===== src/rtl/audio_i2s_tx.sv =====
// Stereo I2S / left-justified serial transmitter with a small pair FIFO.
// Frames are 2*SLOT_W bit clocks; the FIFO is popped once per frame start.
module audio_i2s_tx #(
    parameter int SAMPLE_W   = 16,
    parameter int SLOT_W     = 24,
    parameter int SCLK_DIV   = 16,
    parameter int FIFO_DEPTH = 4
) (
    input  logic                          CLK,
    input  logic                          reset,
    input  logic                          fmt,
    input  logic [SAMPLE_W-1:0]           in_left,
    input  logic [SAMPLE_W-1:0]           in_right,
    input  logic                          in_valid,
    output logic                          in_ready,
    output logic [$clog2(FIFO_DEPTH):0]   fifo_level,
    output logic                          underrun,
    output logic                          aud_mclk,
    output logic                          aud_sclk,
    output logic                          aud_lrck,
    output logic                          aud_sdin
);

    localparam int AW = $clog2(FIFO_DEPTH);
    localparam int LW = AW + 1;
    localparam int DW = $clog2(SCLK_DIV);
    localparam int BW = $clog2(2 * SLOT_W);
    localparam int PW = 2 * SAMPLE_W;

    localparam logic [DW-1:0] D_LAST = DW'(SCLK_DIV - 1);
    localparam logic [DW-1:0] D_HALF = DW'(SCLK_DIV / 2);
    localparam logic [BW-1:0] B_LAST = BW'(2 * SLOT_W - 1);
    localparam logic [BW-1:0] B_SLOT = BW'(SLOT_W);
    localparam logic [LW-1:0] L_FULL = LW'(FIFO_DEPTH);

    logic [DW-1:0]       d;
    logic [BW-1:0]       b;
    logic                fmt_q;
    logic [SAMPLE_W-1:0] cur_l;
    logic [SAMPLE_W-1:0] cur_r;
    logic [PW-1:0]       mem [FIFO_DEPTH];
    logic [AW-1:0]       wr_ptr;
    logic [AW-1:0]       rd_ptr;
    logic [LW-1:0]       level;

    logic sclk_fall;
    logic frame_start;
    logic push;
    logic pop;

    assign sclk_fall   = (d == D_LAST);
    assign frame_start = sclk_fall && (b == B_LAST);
    assign in_ready    = !reset && (level != L_FULL);
    assign push        = in_valid && in_ready;
    assign pop         = frame_start && (level != '0);

    always_ff @(posedge CLK) begin
        if (reset) begin
            d        <= '0;
            b        <= '0;
            fmt_q    <= 1'b0;
            cur_l    <= '0;
            cur_r    <= '0;
            wr_ptr   <= '0;
            rd_ptr   <= '0;
            level    <= '0;
            underrun <= 1'b0;
        end else begin
            d        <= sclk_fall ? '0 : d + DW'(1);
            underrun <= frame_start && (level == '0);
            if (sclk_fall) begin
                b <= (b == B_LAST) ? '0 : b + BW'(1);
            end
            if (frame_start) begin
                fmt_q <= fmt;
            end
            // An empty FIFO at frame start keeps the previous pair playing
            if (pop) begin
                {cur_l, cur_r} <= mem[rd_ptr];
                rd_ptr         <= rd_ptr + AW'(1);
            end
            if (push) begin
                wr_ptr <= wr_ptr + AW'(1);
            end
            unique case (1'b1)
                push && !pop: level <= level + LW'(1);
                pop && !push: level <= level - LW'(1);
                default: ;
            endcase
        end
    end

    always_ff @(posedge CLK) begin
        if (push) begin
            mem[wr_ptr] <= {in_left, in_right};
        end
    end

    assign fifo_level = level;
    assign aud_mclk   = d[0];
    assign aud_sclk   = (d >= D_HALF);

    logic                right;
    logic [BW-1:0]       p;
    logic [BW-1:0]       b_nxt;
    logic [BW-1:0]       sh_amt;
    logic [SAMPLE_W-1:0] samp;
    logic [SAMPLE_W-1:0] shifted;

    // I2S delays data by one bit clock, so its shift is one less than LJ
    always_comb begin
        right    = (b >= B_SLOT);
        p        = right ? b - B_SLOT : b;
        samp     = right ? cur_r : cur_l;
        b_nxt    = (b == B_LAST) ? '0 : b + BW'(1);
        sh_amt   = fmt_q ? p : p - BW'(1);
        shifted  = samp << sh_amt;
        aud_lrck = fmt_q ? right : (b_nxt >= B_SLOT);
        aud_sdin = (fmt_q || (p != '0)) && shifted[SAMPLE_W-1];
    end

endmodule


===== config.mk =====
export PLATFORM = sky130hd
export DESIGN_NAME = audio_i2s_tx
export DESIGN_NICKNAME = d
export VERILOG_FILES = /design/src/rtl/audio_i2s_tx.sv
export SDC_FILE = /design/constraint.sdc
export NUM_CORES = 1
export LEC_CHECK = 0
export ABC_AREA = 1
export BUFFER_PORTS_ARGS = -buffer_cell sky130_fd_sc_hd__buf_2
export CAP_MARGIN = 40
export CORE_AREA = 2 2 128 130
export CTS_CLUSTER_SIZE = 40
export DETAILED_ROUTE_END_ITERATION = 6
export DIE_AREA = 0 0 130 132
export GPL_ROUTABILITY_DRIVEN = 0
export PLACE_DENSITY = 0.76
export SLEW_MARGIN = 40
export SYNTH_ARGS = -nofsm -noshare
export SYNTH_HDL_FRONTEND = slang
export SYNTH_SLANG_ARGS = --single-unit

===== constraint.sdc =====
create_clock -name CLK -period 5 [get_ports CLK]
set_clock_uncertainty 0.1 [all_clocks]
set_input_delay 0.5 -clock CLK [delete_from_list [all_inputs] [get_ports CLK]]
set_output_delay 0.5 -clock CLK [all_outputs]
set_load 0.02 [all_outputs]

==> reports/qor.yml <==
outcome:
  status: "complete, no violations"
synth:
  ys_seq_area_share_pct: 66.4
  synth_edf_count: 128
  async_flop_share_pct: 0
  synthDistinctLibCells: 29
  ys_ff_latch: 179
  ys_warn_count: 0
  synth_cells: 677
  syn_nets: 725
  synth_ff_type: "edfxtp_1"
  synth_area_per_cell_um2: 10.8
  syn_area_um2: 7320
placement:
  hpwlAfterDp_um: 9180
  portBuffers: 44
  dpl.cell_count: 912
  pre_cts_ws_ps: 2280
sta:
  worst_pin_slew_ps: 716
  finalCriticalPeriod_ps: 3300
  slew_violations: 0
  finalCritPeriodShare_pct: 65.9
  hold_viol_final: 0
  maxSlewHeadroom_pct: 52.2
  fin_setup_tns_ps: 0
  fmax_ghz: 0.303
  report.final.setup_viol: 0
  rsz0062_at_grt: "false"
  worst_slack_ps: 1700
global_routing:
  grt_pass1_vias: 4885
  grt_overflow: 0
  grt_max_degree: 66
  antenna_found_initial: 0
  gr-usage-all-layers_pct: 18.4
  grt_pass1_wl_um: 24000
pwr:
  leakage_nw: 3.08
  p_int_mw: 2.53
  finalPower_mw: 3.12
  power_frac_comb_pct: 3.2
  swShare_pct: 18.9
  powerDensity_nw_per_um2: 369
  switchingPower_uw: 589
  p_seq_share_pct: 52.1
  ir_drop_v: 0.000328
  clkPwrFrac_pct: 44.7
clock_tree:
  cts-root-buf: "clkbuf_16"
  cts.path.max_buffers: 2
  cts_sinks: 179
  cts_setup_buffers: 0
  path_clk_slew_ps: 60
  cts_hold_buf: 0
  cts_tree: "yes"
  cts_made_buffers: 17
  clk_latency_ps: 430
  cts_resized: 0
  ctsHtreeMaxLevel: 4
final_layout:
  layout.nets: 763
  fin_cells: 944
  drive_above_1_share_pct: 13.0
  syn2layout_area_growth_pct: 15.7
  antenna_cells: 0
critical_path:
  worstPathMaxFanout: 5
  rrSetupSlack_ps: 2270
  critPathCaptureType: "output port"
  required_ps: 4400
  critPathKind: "flip-flop to output port"
  timing.rr.start: "b[0]$_SDFFE_PP0N_"
  timing.rr.end: "fifo_level[2]$_SDFFE_PP0P_"
  arrival_ps: 2700
  startpoint_type: "flip-flop"
  r2r_cells: 12
hold_path:
  min_from: "reset"
  hold_path_depth: 2
  min_delay_worst_endpoint: "fifo_level[1]$_SDFFE_PP0P_"
  hp-class: "input pin to flip-flop"
floorplan:
  die-area_um2: 17200
  die_h_um: 132
  die_w_um: 130
  start_util_pct: 46.6
  rows: 46
  num_io_pins: 45
  core_area_um2: 15700
routing:
  routed_wl_um: 15000
  drt-initial-drc-count: 368
  wl_met2_um: 7340
  wl_per_cell_um: 15.8
  vias_per_cell: 5.30
  drc: 0
  first_pass_iters: 7
  ant_nets: 0
  top_layer: "met4"
  drt-met1-wl_um: 6210
  vias: 5000
  met3_wirelength_um: 805
run:
  maxCapViolCount: 0
cell type report:
class                      instances  area, um2
clock buffer                      20        437
sequential                       179       4870
fill                            1303       7240
multi-input combinational        395       2040
clock inverter                    12        185
tap                              216        270
inverter                          67        254
timing repair buffer              55        423
power groups by stage:
stage	clock network, mW	registers, mW	logic [mW]
after detailed placement	0	1.66	0.100
after CTS	1.41	1.63	0.101
final	1.40	1.63	0.0998
after global placement	0	1.66	0.0872
after global routing	1.47	1.63	0.112
after floorplan	0	1.66	0.0431
critical path, stage by stage, from the launching register on:
cell and delay, ps:
dfxtp_1 450, inv_1 140, ha_1 320, o21ai_0 490, inv_1 190, nand3_1 140
nand3_1 100, nand2_1 70, nor2_1 40, nor2_1 150, buf_2 190
layout by cell type, fill, tap and decap left out, types with 3 or more instances in the layout:
| cell | count |
|---|---|
| buf_2 | 44 |
| inv_1 | 64 |
| a21oi_1 | 45 |
| clkbuf_1 | 3 |
| buf_16 | 6 |
| ha_1 | 11 |
| nor2_1 | 77 |
| edfxtp_1 | 128 |
| nor2_2 | 4 |
| o21ai_1 | 20 |
| nor2_4 | 3 |
| o21ai_0 | 89 |
| nand2_1 | 50 |
| nand4_1 | 5 |
| o22ai_1 | 34 |
| xor2_1 | 4 |
| clkbuf_16 | 17 |
| buf_4 | 5 |
| nand3_1 | 39 |
| bufinv_16 | 5 |
| dfxtp_1 | 50 |
| clkinv_1 | 5 |
synth_stat cells (all sizes together), types with 2 or more instances:
| cell type | instances | area share, % |
|---|---|---|
| o211ai | 2 | 0.20 |
| inv | 67 | 3.4 |
| edfxtp | 128 | 52 |
| xor2 | 4 | 0.48 |
| nand3 | 40 | 2.8 |
| nand4 | 5 | 0.43 |
| buf | 14 | 1.6 |
| ha | 11 | 1.9 |
| o21ai | 111 | 7.7 |
| nor3 | 3 | 0.27 |
| a21oi | 45 | 3.1 |
| nand2 | 51 | 2.6 |
| clkbuf | 22 | 1.1 |
| o22ai | 34 | 2.9 |
| nor2 | 84 | 4.4 |
| dfxtp | 51 | 14 |
kinds of logic (layout without fill, tap and decap cells):
| family | count (synthesis) | count (layout) | synth area share [%] |
|---|---|---|---|
| AO/OA/AOI/OAI | 194 | 194 | 14.1 |
| XOR/XNOR | 5 | 5 | 0.598 |
| adder cells (fa/ha/maj) | 12 | 12 | 2.15 |
| buffers and inverters | 103 | 154 | 6.12 |
| flip-flops | 179 | 179 | 66.4 |
| AND/OR/NAND/NOR | 184 | 184 | 10.6 |
flip-flops by register name (all words and copies together) (netlist names):
signal and flops:
mem 128, cur_l 16, cur_r 16, b 6, d 4, fifo_level 3, rd_ptr 2, wr_ptr 2
fmt_q 1, underrun 1
worst max path at each step:
stage / startpoint / endpoint / slack (ps) / cells past startpoint
2_1_floorplan: fifo_level[1]$_SDFFE_PP0P_ / mem[0][0]$_DFFE_PP_ / 1730 / 4
3_3_place_gp: b[0]$_SDFFE_PP0N_ / aud_sdin / 2340 / 10
5_1_grt: b[0]$_SDFFE_PP0N_ / aud_sdin / 1580 / 10
6_report: b[0]$_SDFFE_PP0N_ / aud_sdin / 1700 / 10
4_1_cts: b[0]$_SDFFE_PP0N_ / aud_sdin / 1750 / 10
3_5_place_dp: b[0]$_SDFFE_PP0N_ / aud_sdin / 2280 / 10
metrics by stage:
stage / hold WS (ps) / utilization, % / instance area [um2]
after floorplan: 328 / - / 7320
after detailed placement: 348 / 49.9 / 7850
after CTS: 136 / 53.9 / 8470
after global placement: 343 / 48.9 / 7680
after global routing: 161 / 53.9 / 8470
final: 154 / 53.9 / 8470
per-layer routing:
metal	track usage [%]	vias to the layer above
met2	29.3	156
met5	0	-
met4	10.7	0
met1	22.5	2352
li1	-	2451
met3	4.59	41
Note: power is estimated with default switching activity, not from simulation.
